--- config.mk ---
export PLATFORM = sky130hd
export DESIGN_NAME = ps2_rx_buffered
export DESIGN_NICKNAME = d
export VERILOG_FILES = /design/src/rtl/ps2_pkg.sv /design/src/rtl/ps2_rx_fifo.sv /design/src/rtl/ps2_rx_buffered.sv
export SDC_FILE = /design/constraint.sdc
export NUM_CORES = 1
export LEC_CHECK = 0
export ABC_CLOCK_PERIOD_IN_PS = 3060
export CORE_MARGIN = 2
export CORE_UTILIZATION = 55
export CTS_BUF_LIST = sky130_fd_sc_hd__clkbuf_16
export DETAILED_ROUTE_END_ITERATION = 8
export PLACE_DENSITY = 0.77
export SLEW_MARGIN = 20
export SYNTH_ARGS = -nofsm -noshare
export SYNTH_HDL_FRONTEND = slang
export SYNTH_SLANG_ARGS = --single-unit
--- constraint.sdc ---
create_clock -name clk -period 3.06 [get_ports clk]
set_input_delay 0.459 -clock clk [delete_from_list [all_inputs] [get_ports clk]]
set_output_delay 0.459 -clock clk [all_outputs]
set_load 0.05 [all_outputs]
--- src/rtl/ps2_pkg.sv ---
// ps2_pkg: shared FSM type and FIFO entry layout for the PS/2 receive path
package ps2_pkg;
    typedef enum logic [1:0] {IDLE, DATA, PARITY, STOP} state_t;
    localparam int ENTRY_W = 10;
    localparam int DATA_LSB = 0;
    localparam int PAR_ERR_BIT = 8;
    localparam int FRM_ERR_BIT = 9;
    localparam int PS2_DATA_BITS = 8;
endpackage

--- src/rtl/ps2_rx_fifo.sv ---
// ps2_rx_fifo: generic first-word-fall-through FIFO, head presented combinationally
module ps2_rx_fifo
    import ps2_pkg::*;
#(
    parameter int DEPTH = 8,
    localparam int AW = $clog2(DEPTH)
) (
    input  logic               clk,
    input  logic               rst_n,
    input  logic               wr_en,
    input  logic [ENTRY_W-1:0] wr_data,
    input  logic               rd_en,
    output logic [ENTRY_W-1:0] rd_data,
    output logic               empty,
    output logic               full,
    output logic [AW:0]        count
);
    localparam logic [AW:0] DEPTH_C = DEPTH[AW:0];
    logic [ENTRY_W-1:0] mem [DEPTH];
    logic [AW-1:0] wp, rp;
    logic wr_ok, rd_ok;
    assign rd_ok = rd_en && !empty;
    // a full FIFO still accepts a write when the same cycle frees a slot
    assign wr_ok = wr_en && (!full || rd_ok);
    assign empty = count == '0;
    assign full = count == DEPTH_C;
    assign rd_data = empty ? '0 : mem[rp];
    always_ff @(posedge clk) begin
        if (wr_ok) mem[wp] <= wr_data;
    end
    always_ff @(posedge clk) begin
        if (!rst_n) begin
            wp <= '0;
            rp <= '0;
            count <= '0;
        end else begin
            wp <= wr_ok ? wp + 1'b1 : wp;
            rp <= rd_ok ? rp + 1'b1 : rp;
            count <= count + {{AW{1'b0}}, wr_ok} - {{AW{1'b0}}, rd_ok};
        end
    end
endmodule

--- src/rtl/ps2_rx_buffered.sv ---
// ps2_rx_buffered: PS/2 receiver with glitch-filtered sampling, watchdog and FWFT byte FIFO
module ps2_rx_buffered
    import ps2_pkg::*;
#(
    parameter int SYNC_STAGES = 2,
    parameter int FILTER_LEN = 4,
    parameter int TIMEOUT_CYCLES = 100000,
    parameter int FIFO_DEPTH = 8,
    localparam int CNT_W = $clog2(FIFO_DEPTH) + 1
) (
    input  logic             clk,
    input  logic             rst_n,
    input  logic             kc,
    input  logic             kd,
    input  logic             rd_en,
    input  logic             err_clr,
    output logic [7:0]       rd_data,
    output logic             rd_par_err,
    output logic             rd_frm_err,
    output logic             empty,
    output logic             full,
    output logic [CNT_W-1:0] count,
    output logic             frame_done,
    output logic             parity_err,
    output logic             overflow,
    output logic             timeout_err
);
    localparam int FW = $clog2(FILTER_LEN + 1);
    localparam int WW = $clog2(TIMEOUT_CYCLES + 1);
    localparam logic [FW-1:0] FLT_MAX = FW'(FILTER_LEN - 1);
    localparam logic [WW-1:0] WD_MAX = WW'(TIMEOUT_CYCLES);
    logic [SYNC_STAGES-1:0] kc_s, kd_s;
    logic kc_b, kd_b, kc_f, kc_f_d, fall;
    logic [FW-1:0] flt_cnt;
    logic [WW-1:0] wd_cnt;
    state_t state;
    logic [2:0] bit_cnt;
    logic [PS2_DATA_BITS-1:0] shreg;
    logic par_bit, wr_en, accept, abort;
    logic [ENTRY_W-1:0] wr_data, head;
    assign kc_b = kc_s[SYNC_STAGES-1];
    assign kd_b = kd_s[SYNC_STAGES-1];
    assign fall = kc_f_d & ~kc_f;
    assign abort = state != IDLE && !fall && wd_cnt == WD_MAX;
    assign wr_en = state == STOP && fall;
    assign accept = wr_en && (!full || rd_en);
    always_comb begin
        wr_data = '0;
        wr_data[DATA_LSB +: PS2_DATA_BITS] = shreg;
        wr_data[PAR_ERR_BIT] = ~^{shreg, par_bit};
        wr_data[FRM_ERR_BIT] = ~kd_b;
    end
    always_ff @(posedge clk) begin
        if (!rst_n) begin
            kc_s <= '1;
            kd_s <= '1;
            kc_f <= 1'b1;
            kc_f_d <= 1'b1;
            flt_cnt <= '0;
        end else begin
            kc_s <= {kc_s[SYNC_STAGES-2:0], kc};
            kd_s <= {kd_s[SYNC_STAGES-2:0], kd};
            kc_f_d <= kc_f;
            kc_f <= (kc_b != kc_f && flt_cnt == FLT_MAX) ? kc_b : kc_f;
            flt_cnt <= (kc_b == kc_f || flt_cnt == FLT_MAX) ? '0 : flt_cnt + 1'b1;
        end
    end
    always_ff @(posedge clk) begin
        if (!rst_n) begin
            state <= IDLE;
            bit_cnt <= '0;
            shreg <= '0;
            par_bit <= 1'b0;
            wd_cnt <= '0;
        end else begin
            wd_cnt <= (state == IDLE || fall || abort) ? '0 : wd_cnt + 1'b1;
            if (abort) state <= IDLE;
            else if (fall) begin
                case (state)
                    IDLE: begin
                        state <= kd_b ? IDLE : DATA;
                        bit_cnt <= '0;
                    end
                    DATA: begin
                        shreg <= {kd_b, shreg[PS2_DATA_BITS-1:1]};
                        bit_cnt <= bit_cnt + 1'b1;
                        state <= bit_cnt == 3'(PS2_DATA_BITS - 1) ? PARITY : DATA;
                    end
                    PARITY: begin
                        par_bit <= kd_b;
                        state <= STOP;
                    end
                    default: state <= IDLE;
                endcase
            end
        end
    end
    always_ff @(posedge clk) begin
        if (!rst_n) begin
            frame_done <= 1'b0;
            parity_err <= 1'b0;
            overflow <= 1'b0;
            timeout_err <= 1'b0;
        end else begin
            frame_done <= accept;
            parity_err <= (accept & wr_data[PAR_ERR_BIT]) | (parity_err & ~err_clr);
            overflow <= (wr_en & ~accept) | (overflow & ~err_clr);
            timeout_err <= abort | (timeout_err & ~err_clr);
        end
    end
    ps2_rx_fifo #(.DEPTH(FIFO_DEPTH)) u_fifo (
        .clk(clk),
        .rst_n(rst_n),
        .wr_en(accept),
        .wr_data(wr_data),
        .rd_en(rd_en),
        .rd_data(head),
        .empty(empty),
        .full(full),
        .count(count)
    );
    assign rd_data = head[DATA_LSB +: PS2_DATA_BITS];
    assign rd_par_err = head[PAR_ERR_BIT];
    assign rd_frm_err = head[FRM_ERR_BIT];
endmodule

# [Word level (Yosys, flattened, before mapping)]
# Memory sizes are Yosys's and may differ from the RTL's. A register that Yosys moved wholly into a read port is not among the register bits.
# Index checks and enable logic that the tools add are counted.
[word_totals] mem_bits_rw=80 out_inout_bits=20 ff_bits=54 mem_count=1 in_bits=6 elab_cells=84
[op_classes] eq_ne=9 reduce_logical=26 mux=9 n_addsub=7 n_bitwise=15
[memory_table] memory="u_fifo.mem" words=8 width=10 rd=1 rd_clocked_by_memory_dff=1 wr=1 line_no="ps2_rx_fifo.sv:19" rtl="logic [ENTRY_W-1:0] mem [DEPTH];"
[op_table] operator="17-bit by 1-bit adder with 17-bit output, second input constant" count=1
[op_table] operator="17-bit == test, second input constant" count=1
[op_table] operator="3-bit by 1-bit adder with 3-bit output, second input constant" count=4
[op_table] operator="10-bit 2-to-1 mux" count=1
[op_table] operator="3-bit AND reduction" count=3
[op_table] operator="9-bit XNOR reduction" count=1
[op_table] operator="1-bit logical AND" count=7
[op_table] operator="1-bit bitwise AND" count=6
[op_table] operator="3-bit 2-to-1 mux" count=2
[op_table] operator="1-bit inverter" count=6
[op_table] operator="2-bit one-hot mux with 3 select lines" count=1
[op_table] operator="3-bit one-hot mux with 2 select lines" count=1
[op_table] operator="2-bit OR reduction" count=3
[op_table] operator="1-bit logical OR" count=5
[op_table] operator="4-bit by 1-bit adder with 4-bit output" count=1
[op_table] operator="2-bit == test, second input constant" count=2
[op_table] operator="4-bit == test, second input constant" count=1
[op_table] operator="4-bit zero test" count=1
[op_table] operator="2-bit nonzero test" count=2
[op_table] operator="4-bit by 1-bit subtractor with 4-bit output" count=1
[op_table] operator="3-bit by 2-bit == test with 1-bit output, second input constant" count=1
[op_table] operator="3-bit == test, second input constant" count=1
[op_table] operator="1-bit zero test" count=3
[op_table] operator="1-bit 2-to-1 mux" count=3
[op_table] operator="6 further kinds" count=8

# [Depth between registers and ports, before layout]
[depth] depth_word=7 ltp_mapped=11 mapped_depth_nobuf=11

# [Modules after synthesis]
# A second synthesis with hierarchy kept.
[unflattened] cells_unflattened=416 area_unflattened_um2=5634.2
[modules_own_cells] module="ps2_rx_fifo" area_per_inst_um2=3707.3 seq_area_each_um2=2662.6 instances=1 cells_each=202
[modules_own_cells] module="ps2_rx_buffered" area_per_inst_um2=1926.8 seq_area_each_um2=880.8 instances=1 cells_each=214

# [Least setup slack after synthesis]
# No wires, ideal clock.
[synth_timing] kind="reg-to-output" startpoint="register u_fifo.count[2]" endpoint="output port rd_data[0]" t_required_ns=2.601 arrival_ns=2.352 n_path_buf=1 path_slack_ns=0.249 stages_incl_launch_ff=6 cell_sequence="dfxtp_1 -> inv_1 -> ha_1 -> nor3b_1 -> clkbuf_1 -> nor2_1"
[synth_via] elab_chain_cells=2
[synth_rtl] element="start: declaration" line_no="ps2_rx_fifo.sv:16" rtl="output logic [AW:0] count"
[synth_rtl] element="start signal: assignment" line_no="ps2_rx_fifo.sv:39" rtl="count <= count + {{AW{1'b0}}, wr_ok} - {{AW{1'b0}}, rd_ok};"
[synth_rtl] element="4-bit zero test" line_no="ps2_rx_fifo.sv:25" rtl="assign empty = count == '0;"
[synth_rtl] element="net empty" line_no="ps2_rx_buffered.sv:20" rtl="output logic empty,"
[synth_rtl] element="10-bit 2-to-1 mux" line_no="ps2_rx_fifo.sv:27" rtl="assign rd_data = empty ? '0 : mem[rp];"
[synth_rtl] element="end: declaration" line_no="ps2_rx_buffered.sv:17" rtl="output logic [7:0] rd_data,"
# The timed path passes the listed nets, and every way through them passes these cells.

# [Final worst setup path]
[layout_timing] startpoint="register u_fifo.count[2]" endpoint="output port empty"
[layout_via] elab_chain_cells=1
[layout_rtl] element="4-bit zero test" line_no="ps2_rx_fifo.sv:25"
[layout_rtl] element="end: declaration" line_no="ps2_rx_buffered.sv:20"
# Every way passes these cells.

==> results.py <==
metrics = {
    "grt": {
        "antenna_found_initial": 0,
        "grt_max_degree": 38,
        "grt_pass1_vias": 3219,
        "grt_pass1_wl_mm": 16.3,
        "grt.total_usage": 0.196,
        "overflow": 0,
    },
    "sta": {
        "min_period_over_period": 0.923,
        "setup_viol": 0,
        "period_needed_ps": 2820,
        "rsz0062_at_grt": "false",
        "timing.fmax_mhz": 354,
        "hold_viol_final": 0,
        "relSlewSlack": 0.496,
        "fin_ws_ps": 235,
        "tightestPinTransition_ps": 756,
        "fin_tns_setup_ps": 0,
        "holdWs_ps": 406,
        "fin_skew_ps": 9.93,
        "slew_violations": 0,
    },
    "synth": {
        "ys_seq_area_frac": 0.632,
        "ys_seq_elements": 137,
        "syn_area_sq_um": 5610,
        "yosysTopAreaCell": "edfxtp_1",
        "synth.most_common_cell": "edfxtp_1",
        "synth_common_cells": "80 x edfxtp_1, 57 x dfxtp_1, 33 x nor2_1",
        "synth-edff-count": 80,
        "ys.flop_type": "edfxtp_1",
        "yosysWarnings": 0,
        "postSynthAreaPerCell_sq_um": 13.6,
        "synth.area.top_cells": "edfxtp_1 43%, dfxtp_1 20%, mux4_2 8.0%, ha_1 3.1%, xnor2_1 2.7%",
        "synth.distinct_cells": 40,
        "synth_cells": 413,
        "syn-num-nets": 434,
        "synth-async-reset-ratio": 0,
        "yosys.area.top_type_share": 0.428,
    },
    "placed_design": {
        "dp.cells": 570,
        "dp_hpwl_mm": 6.41,
        "globalplace.congestion": 0.768,
        "io_buffer_count": 25,
        "place_ws_ps": 402,
        "place_area_sq_um": 6060,
    },
    "setup_path": {
        "cp-end-kind": "output pin",
        "start_kind": "flip-flop",
        "crit_fanout": 12,
        "arrival_ps": 2370,
        "critical_path_class": "flip-flop to output pin",
        "required_ps": 2600,
    },
    "layout": {
        "diodes": 0,
        "fin_area_sq_um": 6640,
        "final_layout_size_suffix_gt1_frac": 0.173,
        "finalNetCount": 477,
        "final_cells": 602,
        "area_growth_pct": 18.4,
        "utilization": 0.676,
    },
    "detailed_routing": {
        "firstDrtPassIters": 5,
        "routed_via_density": 5.40,
        "num_vias": 3253,
        "drcViolationCount": 0,
        "wl_per_cell_microns": 16.7,
        "wirelength_mm": 10.0,
        "antenna_left": 0,
        "drt_iter0_drc": 182,
    },
    "clock_tree": {
        "cts_resized": 0,
        "postCtsSetupBuffers": 0,
        "cts-root-buf": "clkbuf_16",
        "cts_tree": "yes",
        "cts_hold_buffers": 0,
        "clkSinkCount": 137,
        "cts_htree_levels": 4,
        "clock_latency_ps": 410,
        "clkTransAtPathRegs_ps": 60,
        "clk_path_buf_depth": 2,
        "cts_buffers": 17,
    },
    "power": {
        "p_switching_mw": 1.70,
        "power-per-cell-area_nw_per_um2": 811,
        "seqPwrFrac": 0.377,
        "p_comb_frac": 0.257,
        "power_mw": 5.38,
        "p_leak_nw": 2.25,
        "vdd_drop_max_v": 0.000581,
        "clockPowerShare": 0.367,
        "netSwitchingFraction": 0.316,
        "p_int_mw": 3.68,
    },
    "die": {
        "start_util": 0.571,
        "dieWidth_microns": 105,
        "rows": 36,
        "die_h_microns": 105,
        "io_pins": 26,
        "core_area_sq_um": 9820,
        "dieArea_sq_um": 11000,
    },
    "job": {
        "maxCapViolations": 0,
    },
    "hold_path": {
        "hp-class": "flip-flop to flip-flop",
    },
    "run_status": {
        "run_status": "finished, final reports clean",
    },
}
cell families (layout without fill, tap and decap cells):
| group | count (synthesis) | in the layout | share of synthesized area |
|---|---|---|---|
| DFF | 137 | 137 | 0.632 |
| and+or+nand+nor | 130 | 130 | 0.123 |
| AOI/OAI and AO/OA | 38 | 38 | 0.0428 |
| buffers and inverters | 36 | 92 | 0.0245 |
| muxes | 33 | 33 | 0.104 |
| xor gates and xnor gates | 24 | 24 | 0.0399 |
| adders and majority gates | 15 | 15 | 0.0348 |
path summary, 6_finish.rpt:
kind | depth (start not counted) | start | slack, ps | endpoint
worst min-delay path | 1 | kd_s[0]$_SDFF_PN1_ | 410 | kd_s[1]$_SDFF_PN1_
worst max-delay path | 5 | u_fifo.count[2]$_SDFF_PN0_ | 240 | empty
worst max register to register | 10 | u_fifo.count[2]$_SDFF_PN0_ | 620 | u_fifo.count[3]$_SDFF_PN0_
worst min register to register | 1 | kd_s[0]$_SDFF_PN1_ | 410 | kd_s[1]$_SDFF_PN1_
registers in the layout, indices dropped and copies added (netlist names), named ones only:
signal,flops
u_fifo.rp,3
timeout_err,1
kd_s,2
frame_done,1
u_fifo.mem,80
parity_err,1
u_fifo.wp,3
u_fifo.count,4
state,2
par_bit,1
kc_s,2
wd_cnt,17
flt_cnt,3
overflow,1
shreg,8
kc_f_d,1
kc_f,1
bit_cnt,3
critical path: stages (launching register included):
cell	delay, ps
dfxtp_1	310
inv_1	110
ha_1	190
nor3b_1	250
buf_4	260
clkdlybuf4s50_1	830
layer usage:
layer / track usage / vias up / wire length (microns)
met4: 0.0714 / 0 / 72
li1: - / 1582 / -
met3: 0.0412 / 5 / 385
met2: 0.337 / 58 / 5230
met1: 0.245 / 1608 / 4340
met5: 0 / - / 0
power by group through the flow:
stage	Sequential (mW)	Combinational (mW)	Clock [mW]
global route	2.03	1.49	2.09
CTS	2.03	1.40	2.01
global placement	2.06	1.37	0
floorplan	2.13	0.960	0
detailed placement	2.06	1.39	0
finish	2.03	1.38	1.97
cell type report:
| type | count | area [sq um] |
|---|---|---|
| sequential | 137 | 3540 |
| fill | 713 | 3180 |
| multi-input combinational | 240 | 1940 |
| clock buffer | 17 | 425 |
| timing repair buffer | 38 | 323 |
| tap | 133 | 166 |
| clock inverter | 15 | 158 |
| inverter | 22 | 82.6 |
cells in the final DEF, fill, tap and decap left out, types with 10 or more instances in the layout:
cell type and count:
xnor2_1 17, a21boi_0 13, o21ai_0 12, ha_1 14
and2_1 10, nor2_1 33, edfxtp_1 80, buf_4 23
nand2_1 26, clkdlybuf4s50_1 15, mux4_2 20, mux2i_1 13
clkbuf_16 17, inv_1 22, dfxtp_1 57, nand2b_1 10
Note: power is estimated with default switching activity, not from simulation.
